`src/rtl/fifo_pkt_drain.sv`:
```
// Drains a show-ahead FIFO into a registered valid/ready stream of fixed-length
// packets, padding out any packet whose source stalls for TIMEOUT empty cycles.
module fifo_pkt_drain #(
  parameter int unsigned      WIDTH     = 16,
  parameter int unsigned      PKT_LEN   = 4,
  parameter int unsigned      TIMEOUT   = 64,
  parameter logic [WIDTH-1:0] PAD_VALUE = '0
) (
  input  logic             clk,
  input  logic             rst,
  input  logic [WIDTH-1:0] fifo_data_rd,
  input  logic             fifo_empty,
  output logic             fifo_pop,
  input  logic             flush,
  output logic [WIDTH-1:0] m_data,
  output logic             m_valid,
  input  logic             m_ready,
  output logic             m_last,
  output logic             m_pad,
  output logic [15:0]      pkt_cnt,
  output logic             busy
);

  typedef enum logic [1:0] {
    ST_IDLE   = 2'd0,
    ST_ACTIVE = 2'd1,
    ST_PAD    = 2'd2
  } state_t;

  localparam logic [15:0] LAST_IDX = 16'(PKT_LEN - 1);
  localparam logic [15:0] TMO_IDX  = 16'(TIMEOUT - 1);

  state_t           state_q, state_d;
  logic [15:0]      wcnt_q, wcnt_d;
  logic [15:0]      timer_q, timer_d;
  logic [WIDTH-1:0] m_data_q, m_data_d;
  logic             m_valid_q, m_valid_d;
  logic             m_last_q, m_last_d;
  logic             m_pad_q, m_pad_d;
  logic [15:0]      pkt_cnt_q, pkt_cnt_d;
  logic             busy_q, busy_d;

  logic             load_en_s;
  logic             fifo_issue_s;
  logic             pad_issue_s;
  logic             issue_s;

  // Next-state, stall timer, output-register load and pop strobe.
  always_comb begin
    state_d   = state_q;
    wcnt_d    = wcnt_q;
    timer_d   = timer_q;
    m_data_d  = m_data_q;
    m_valid_d = m_valid_q;
    m_last_d  = m_last_q;
    m_pad_d   = m_pad_q;

    load_en_s = ~m_valid_q | m_ready;
    if (state_q == ST_PAD) begin
      pad_issue_s  = load_en_s & ~flush;
      fifo_issue_s = 1'b0;
    end else begin
      pad_issue_s  = 1'b0;
      fifo_issue_s = load_en_s & ~fifo_empty & ~flush;
    end
    issue_s = fifo_issue_s | pad_issue_s;

    if (m_valid_q & m_ready & m_last_q) begin
      pkt_cnt_d = pkt_cnt_q + 16'd1;
    end else begin
      pkt_cnt_d = pkt_cnt_q;
    end

    if (flush) begin
      state_d   = ST_IDLE;
      wcnt_d    = 16'd0;
      timer_d   = 16'd0;
      m_valid_d = 1'b0;
      m_last_d  = 1'b0;
      m_pad_d   = 1'b0;
    end else begin
      // Only an empty FIFO advances the timer; a blocked but non-empty pop holds it.
      case (state_q)
        ST_ACTIVE: begin
          if (fifo_issue_s) begin
            timer_d = 16'd0;
          end else if (fifo_empty) begin
            if (timer_q == TMO_IDX) begin
              timer_d = 16'd0;
              state_d = ST_PAD;
            end else begin
              timer_d = timer_q + 16'd1;
            end
          end else begin
            timer_d = timer_q;
          end
        end
        ST_IDLE, ST_PAD: begin
          timer_d = 16'd0;
        end
        default: begin
          timer_d = 16'd0;
          state_d = ST_IDLE;
        end
      endcase

      if (issue_s) begin
        m_valid_d = 1'b1;
        m_pad_d   = pad_issue_s;
        m_data_d  = pad_issue_s ? PAD_VALUE : fifo_data_rd;
        if (wcnt_q == LAST_IDX) begin
          m_last_d = 1'b1;
          wcnt_d   = 16'd0;
          state_d  = ST_IDLE;
        end else begin
          m_last_d = 1'b0;
          wcnt_d   = wcnt_q + 16'd1;
          state_d  = pad_issue_s ? ST_PAD : ST_ACTIVE;
        end
      end else if (load_en_s) begin
        m_valid_d = 1'b0;
        m_last_d  = 1'b0;
        m_pad_d   = 1'b0;
      end else begin
        m_valid_d = m_valid_q;
        m_last_d  = m_last_q;
        m_pad_d   = m_pad_q;
      end
    end

    fifo_pop = fifo_issue_s & ~rst;
    busy_d   = (state_d != ST_IDLE) | m_valid_d;
  end

  // State and output registers.
  always_ff @(posedge clk or posedge rst) begin
    if (rst) begin
      state_q   <= ST_IDLE;
      wcnt_q    <= 16'd0;
      timer_q   <= 16'd0;
      m_data_q  <= '0;
      m_valid_q <= 1'b0;
      m_last_q  <= 1'b0;
      m_pad_q   <= 1'b0;
      pkt_cnt_q <= 16'd0;
      busy_q    <= 1'b0;
    end else begin
      state_q   <= state_d;
      wcnt_q    <= wcnt_d;
      timer_q   <= timer_d;
      m_data_q  <= m_data_d;
      m_valid_q <= m_valid_d;
      m_last_q  <= m_last_d;
      m_pad_q   <= m_pad_d;
      pkt_cnt_q <= pkt_cnt_d;
      busy_q    <= busy_d;
    end
  end

  assign m_data  = m_data_q;
  assign m_valid = m_valid_q;
  assign m_last  = m_last_q;
  assign m_pad   = m_pad_q;
  assign pkt_cnt = pkt_cnt_q;
  assign busy    = busy_q;

endmodule

```
`config.mk`:
```
export PLATFORM = sky130hd
export DESIGN_NAME = fifo_pkt_drain
export DESIGN_NICKNAME = d
export VERILOG_FILES = /design/src/rtl/fifo_pkt_drain.sv
export SDC_FILE = /design/constraint.sdc
export NUM_CORES = 1
export LEC_CHECK = 0
export CORE_MARGIN = 1
export CORE_UTILIZATION = 68
export DETAILED_ROUTE_END_ITERATION = 10
export DONT_BUFFER_PORTS = 1
export GPL_TIMING_DRIVEN = 0
export PLACE_DENSITY = 0.81
export SLEW_MARGIN = 10
export SYNTH_ARGS = -nofsm -noshare
export SYNTH_HDL_FRONTEND = slang
export SYNTH_SLANG_ARGS = --single-unit
export TNS_END_PERCENT = 1
```
`constraint.sdc`:
```
create_clock -name clk -period 4.4 [get_ports clk]
set_input_delay 0.66 -clock clk [delete_from_list [all_inputs] [get_ports clk]]
set_output_delay 0.66 -clock clk [all_outputs]
set_load 0.05 [all_outputs]
```
# ---- Yosys cells after proc, flatten, opt, wreduce, memory -nomap -nowiden
# Index checks and enable logic that the tools add are counted.
dict set report classes {
  eq_ne 5
  add_sub_neg 3
  n_reduce_logical 6
  n_mux 28
  bitwise 13
}
# operator n
set ops {}
lappend ops {{2-to-1 mux 16 bit} 9}
lappend ops {{adder 16 x 1 -> 16 bit, second input constant} 3}
lappend ops {{equality test 16 x 2 -> 1 bit, second input constant} 1}
lappend ops {{equality test 16 x 6 -> 1 bit, second input constant} 1}
lappend ops {{2-to-1 mux 2 bit} 7}
lappend ops {{2-to-1 mux 1 bit} 11}
lappend ops {{bitwise AND 1 bit} 6}
lappend ops {{!= test 4 bit, second input constant} 1}
lappend ops {{inverter 1 bit} 4}
lappend ops {{one-hot mux 2 bit (2 select lines)} 1}
lappend ops {{nonzero test 2 bit} 2}
lappend ops {{bitwise OR 1 bit} 3}
lappend ops {{nonzero test 3 bit} 1}
lappend ops {{equality test 2 x 1 -> 1 bit, second input constant} 1}
lappend ops {{equality test 2 bit, second input constant} 1}
lappend ops {{zero test 2 bit} 1}
lappend ops {{AND reduction 2 bit} 1}
lappend ops {{OR reduction 2 bit} 1}
dict set report word_totals {
  register_bits 70
  input_bits 21
  out_inout_bits 37
  wordCells 64
}

# ---- Depth between registers and ports, before layout
# Gate-level depths: netlist of the first run.
dict set report depth {
  word_depth 11
  mapped_depth 7
  mapped_depth_nobuf 5
}

# ---- Worst setup path before layout of the first run
# OpenSTA, ideal clock, no wires.
dict set report synth_timing {
  path_type {input to output}
  from {input port rst}
  to {output port fifo_pop}
  t_arrival_ps 2724
  path_stages 2
  n_path_buf 0
  path_slack_ps 1016
  cell_sequence {inv_1 -> and2_1}
}
dict set report synth_between {
  elab_chain_cells 2
}
# element line
set synth_rtl {}
lappend synth_rtl {{start, declared} 10} ;# input logic rst,
lappend synth_rtl {{inverter 1 bit} 131} ;# fifo_pop = fifo_issue_s & ~rst;
lappend synth_rtl {{bitwise AND 1 bit} 131}
lappend synth_rtl {{end, declared} 13} ;# output logic fifo_pop,
# No other way between the ends.

# ---- Worst setup path in the final report of the first run
dict set report layout_timing {
  from {register m_valid_q (netlist: m_valid)}
  to {output port fifo_pop}
}
dict set report layout_between {
  elab_chain_cells 6
}
# element line
set layout_rtl {}
lappend layout_rtl {{start, declared} 37} ;# logic m_valid_q, m_valid_d;
lappend layout_rtl {{start signal, assigned} 152} ;# m_valid_q <= m_valid_d;
lappend layout_rtl {{inverter 1 bit} 58} ;# load_en_s = ~m_valid_q | m_ready;
lappend layout_rtl {{bitwise OR 1 bit} 58}
lappend layout_rtl {{bitwise AND 1 bit (2 in series)} 64} ;# fifo_issue_s = load_en_s & ~fifo_empty & ~flush;
lappend layout_rtl {{2-to-1 mux 1 bit} 59} ;# if (state_q == ST_PAD) begin
lappend layout_rtl {{bitwise AND 1 bit} 131}
# No other way between the ends.

==> run_results.csv, run 1 <==
group,metric,value,unit
synthesis,synth_seq_area_share,0.5054,
floorplan,die_h,73.39,um
detailed_routing,via_count,2758,
timing,holdWs,0.1295,ns
clock_network,cts_setup_buffers,0,
floorplan,fp.dieArea,5386,um^2
detailed_routing,ant_nets,0,
floorplan,start_util,0.7195,
timing,maxSlewViolCount,0,
clock_network,cts_tree,"built",
power,p_switching,0.4219,mW
clock_network,cts.clk_slew.worst_paths,0.08,ns
min_path,min_path_type,"primary input to async pin",
finish,fillers,338,
finish,multi_input_area,1603,um^2
clock_network,insertion_delay,0.34,ns
power,p_seq_frac,0.537,
timing,clock_skew,0.008258,ns
clock_network,cts_sinks,70,
outcome,status,"finished, final reports clean",
flow_run,drv_cap,0,
power,clockPowerShare,0.395,
floorplan,core-area,4817,um^2
worst_setup_path,critPathCaptureType,"output pin",
finish,final_cell_mix,"dfrtp_1, nand2_1, nand3_1",
global_routing,gr-total-overflow,0,
timing,worst_pin_slew,0.8585,ns
global_routing,grtUsageTotal,0.3022,
finish,area_delta_synth_final,9.747,%
synthesis,yosys_warnings,0,
finish,final_common_cell,"dfrtp_1",
power,powerDensity,384.5,nW/um^2
place,gp_congestion,0.9595,
clock_network,cts-resized-gates,0,
power,p_int,1.040,mW
synthesis,synth_ff_type,"dfrtp_1",
floorplan,num_rows,25,
synthesis,async_reset_ff_frac,1.000,
worst_setup_path,required,3.74,ns
timing,period_minus_slack,3.311,ns
synthesis,synth_edf_count,0,
worst_setup_path,cp_cell_sequence,"nor2b_1 -> buf_2 -> nor4_1 -> and2_1",
detailed_routing,first_pass_iters,5,
worst_setup_path,cp.arrival,2.65,ns
floorplan,dieWidth,73.39,um
timing,rsz0062_at_grt,"false",
synthesis,synth_top_area_share,0.5054,
synthesis,synth_nets,372,
synthesis,synth_area_leaders,"dfrtp_1, nand2_1, nand3_1",
detailed_routing,drc,0,
synthesis,avgSynthCellArea,9.959,um^2
finish,seq_area,1752,um^2
finish,n_antenna_cell,0,
worst_setup_path,cp_slowest_cell,"nor4_1",
power,swShare,0.2885,
place,hpwl,5004,um
clock_network,cts_root_buf,"clkbuf_8",
timing,slew-limit-headroom,0.4224,
synthesis,synth_area,3466,um^2
detailed_routing,avgRoutedWirePerCell,17.21,um
power,ir_drop,0.0002195,V
worst_setup_path,critPathMaxStageDelay,0.72,ns
clock_network,cts_inserted_buffers,9,
clock_network,clock_path_buffers,2,
detailed_routing,vias_per_cell,6.384,
power,combinationalPowerShare,0.068,
floorplan,ios,58,
worst_setup_path,path_class,"register to output pin",
clock_network,cts_hold_buf,0,
timing,finalHoldViolCount,0,
global_routing,antenna_found_initial,0,
finish,drive_gt1_frac,0.1041,
place,portBuffers,0,
finish,nets,384,
timing,setup-tns-final,0,ns
global_routing,grt_pass1_wl,12220,um
detailed_routing,finalWirelength,7436,um
clock_network,h-tree-depth,3,
power,p_leak,1.623,nW
timing,fmax,302.0,MHz
detailed_routing,drt-initial-drc-count,231,
global_routing,first_global_vias,2613,
timing,setup_viol,0,
timing,fin_crit_sh,0.7525,
worst_setup_path,cp-start-kind,"register",
synthesis,yosysTopAreaCell,"dfrtp_1",
global_routing,grt_max_degree,52,
synthesis,synth.distinct_cells,49,
worst_setup_path,critPathMaxFanout,7,
synthesis,synth_cells,348,
synthesis,synth-seq-cells,70,
-- power groups by stage --
stage | Sequential, mW | Combinational, mW | Clock, mW
6_report | 0.785 | 0.100 | 0.578
3_3_place_gp | 0.796 | 0.0924 | 0
5_1_grt | 0.789 | 0.115 | 0.616
4_1_cts | 0.785 | 0.101 | 0.588
2_1_floorplan | 0.791 | 0.0760 | 0
3_5_place_dp | 0.797 | 0.0994 | 0
-- through the flow --
| stage | setup WS [ns] | power, mW | area, um^2 | util | std cells |
|---|---|---|---|---|---|
| floorplan | 1.016 | 0.8671 | 3466 | - | 348 |
| global placement | 0.4958 | 0.8883 | 3550 | 0.7369 | 415 |
| detailed placement | 1.516 | 0.8968 | 3580 | 0.7431 | 416 |
| CTS | 1.131 | 1.473 | 3804 | 0.7896 | 432 |
| global route | 1.005 | 1.520 | 3804 | 0.7896 | 432 |
| finish | 1.089 | 1.462 | 3804 | 0.7896 | 432 |
-- sequential cells by signal, summed over array words and instances (netlist names) --
name     count
busy         1
m_data      16
m_last       1
m_pad        1
m_valid      1
pkt_cnt     16
state_q      2
timer_q     16
wcnt_q      16
-- layer usage --
metal,vias up,wire length (um),share of wire,track usage
li1,1307,-,-,-
met1,1345,3387,0.46,0.4060
met2,97,3469,0.47,0.4887
met3,9,482,0.065,0.06996
met4,0,97,0.013,0.09829
met5,-,0,0,0
-- critical path: cells and delay by family (launching register included) --
kind / cells / cell delay, ns
flops: 1 / 0.62
buf+inv: 1 / 0.17
simple gates: 3 / 1.51
-- cell type report --
class / count / area share
plain buffers: 17 / 0.02237
clock buffers: 11 / 0.03717
clock inverters: 5 / 0.02171
inverters: 7 / 0.007566
multi-input cells: 254 / 0.4214
flip-flops and latches: 70 / 0.4605
well taps: 67 / 0.02204
repair buffers: 1 / 0.007237
-- cells in the mapped netlist, types with 3 or more instances --
cell and number:
clkbuf_1 4, and2_1 4, a21oi_1 7, o2111ai_1 3, nand2_1 48, nand4_1 11
nor2_1 14, and3_1 10, nor4_1 5, o21ai_0 10, o211ai_1 6, o31ai_1 3
nor3_1 7, nor4b_1 3, inv_1 7, and4_1 5, ha_1 3, xor2_1 11
buf_2 11, or3_1 5, dfrtp_1 70, xnor2_1 14, nand3_1 30, a22o_1 4
a41oi_1 6, a31oi_1 14
-- final timing paths --
kind / endpoint / slack [ns] / cells past startpoint / startpoint
max reg2reg: wcnt_q[9] / 2.25 / 6 / m_valid
max: fifo_pop / 1.09 / 4 / m_valid
min reg2reg: wcnt_q[15] / 0.51 / 1 / wcnt_q[15]
min in group clk: m_data[12] / 0.44 / 2 / fifo_data_rd[12]
min: m_data[11] / 0.13 / 1 / rst
max in group asynchronous: wcnt_q[7] / 3.74 / 2 / rst
-- logic make-up (layout without fill, tap and decap cells) --
family                   count (synthesis)  after routing  share of synthesized area
AO/OA/AOI/OAI                           68             68                     0.1451
XOR/XNOR                                25             25                    0.06318
AND/OR/NAND/NOR                        156            156                     0.2372
buffers and inverters                   24             41                    0.03213
adder cells (fa/ha/maj)                  3              3                    0.01083
multiplexers                             2              2                   0.006137
flip-flops                              70             70                     0.5054
(Power assumes the default switching activity.)
==> inputs of run 2 (changes only) <==
CORE_UTILIZATION = 63   (was 68)
PLACE_DENSITY = 0.76   (was 0.81)
clock period = 3.1 ns   (was 4.4 ns; I/O delays follow)
==> run_results.csv, run 2 (same netlist as run 1, synthesis figures left out) <==
group,metric,value,unit
worst_setup_path,path_class,"register to output pin",
finish,n_antenna_cell,0,
clock_network,cts_inserted_buffers,9,
global_routing,gr-total-overflow,0,
floorplan,core-area,5205,um^2
timing,finalHoldViolCount,0,
detailed_routing,avgRoutedWirePerCell,16.78,um
floorplan,dieWidth,76.17,um
finish,drive_gt1_frac,0.1093,
global_routing,grt_max_degree,52,
min_path,holdPathEnd,"m_data[7]",
min_path,holdPathStages,2,
place,dpl_cell_area,3583,um^2
global_routing,grt_pass1_wl,12670,um
floorplan,die_h,76.17,um
flow_run,drv_cap,0,
power,powerDensity,541.8,nW/um^2
finish,fin_area,3822,um^2
timing,slew-limit-headroom,0.5574,
worst_setup_path,critPathMaxStageDelay,0.62,ns
worst_setup_path,reg2reg_to,"wcnt_q[11]",
timing,rsz0062_at_grt,"false",
detailed_routing,vias_per_cell,6.339,
place,gp_congestion,0.9120,
worst_setup_path,required,2.63,ns
worst_setup_path,startpoint,"m_valid",
floorplan,start_util,0.6659,
floorplan,ios,58,
min_path,min_from,"fifo_data_rd[7]",
place,portBuffers,0,
timing,period_minus_slack,2.844,ns
clock_network,cts_tree,"built",
timing,fmax,351.6,MHz
clock_network,cts.clk_slew.worst_paths,0.08,ns
global_routing,grtUsageTotal,0.2775,
detailed_routing,finalWirelength,7318,um
timing,holdWs,0.2424,ns
timing,clock_skew,0.009952,ns
clock_network,insertion_delay,0.35,ns
timing,fin_crit_sh,0.9175,
clock_network,h-tree-depth,3,
place,hpwl,4945,um
detailed_routing,via_count,2764,
timing,maxSlewViolCount,0,
power,p_leak,1.636,nW
detailed_routing,ant_nets,0,
finish,area_delta_synth_final,10.29,%
detailed_routing,drt-initial-drc-count,188,
outcome,status,"finished, final reports clean",
global_routing,first_global_vias,2613,
worst_setup_path,critPathMaxFanout,7,
worst_setup_path,r2r_setup_slack,0.93,ns
finish,final_common_cell,"dfrtp_1",
detailed_routing,first_pass_iters,5,
global_routing,antenna_found_initial,0,
power,ir_drop,0.0003216,V
clock_network,cts_sinks,70,
worst_setup_path,reg2reg_from,"m_valid",
finish,final_cell_mix,"dfrtp_1, nand2_1, nand3_1",
worst_setup_path,cp_cell_sequence,"nor2b_1 -> buf_2 -> nor4_2 -> and2_1",
detailed_routing,drc,0,
clock_network,clock_path_buffers,2,
worst_setup_path,critPathCaptureType,"output pin",
power,finalPower,2.071,mW
timing,setup_viol,0,
timing,worst_pin_slew,0.6589,ns
min_path,min_path_type,"primary input to register",
floorplan,fp.dieArea,5802,um^2
worst_setup_path,cp_slowest_cell,"dfrtp_1",
floorplan,num_rows,26,
finish,nets,385,
clock_network,cts_root_buf,"clkbuf_8",
worst_setup_path,cp-start-kind,"register",
worst_setup_path,cp.arrival,2.38,ns
clock_network,cts_setup_buffers,0,
worst_setup_path,rr_worst_depth,6,
-- run 2: changes by cell type in the layout (fill, tap and decap cells not counted) --
cell           change
clkinv_4           +3
dlygate4sd3_1      +1
nor4_2             +1
nor4_1             -1
clkbuf_1           -1
clkbuf_8           -1
clkinvlp_4         -2
clkinv_2           +1
-- run 2: worst max-delay path, delay by kind of cell, from the launching register on --
| kind | cells | cell delay, ns |
|---|---|---|
| DFF | 1 | 0.62 |
| and+or+nand+nor | 3 | 1.23 |
| buffers and inverters | 1 | 0.17 |
-- run 2: area by class of cell --
type / count / area [um^2]
multi-input cells: 254 / 1609
repair buffers: 2 / 37.54
fillers: 363 / 1383
well taps: 70 / 87.58
flip-flops and latches: 70 / 1752
inverters: 7 / 28.78
plain buffers: 17 / 85.08
clock inverters: 7 / 98.84
clock buffers: 9 / 123.9
-- run 2: power breakdown --
part | internal [mW] | switching, mW
Sequential | 0.953 | 0.161
Clock | 0.455 | 0.358
Combinational | 0.0496 | 0.0946
-- run 2: worst max path at each step --
stage	to	slack, ns	cells past startpoint
floorplan	fifo_pop	0.11	2
global placement	fifo_pop	-0.41	2
detailed placement	fifo_pop	0.33	4
CTS	fifo_pop	0.23	4
global route	fifo_pop	0.14	4
finish	fifo_pop	0.26	4
-- run 2: timing repair --
action | CTS | global route
setup endpoints to repair | 1 | 0
hold buffers | 1 | 0
hold endpoints to repair | 19 | 0
resized for setup | 1 | 0
-- run 2: metrics by stage --
stage,TNS [ns],std cells,utilization,setup WS (ns)
after floorplan,0,348,-,0.1058
after global placement,-0.4127,418,0.6827,-0.4127
after detailed placement,0,419,0.6885,0.3276
after CTS,0,436,0.7344,0.2251
after global routing,0,436,0.7344,0.1427
final,0,436,0.7344,0.2557
-- run 2: metal layers --
| layer | global-route usage | routed length, um | vias up |
|---|---|---|---|
| met5 | 0 | 0 | - |
| met4 | 0.1192 | 111 | 0 |
| met3 | 0.06467 | 444 | 10 |
| met2 | 0.4109 | 3381 | 102 |
| met1 | 0.3942 | 3380 | 1337 |
| li1 | - | - | 1315 |
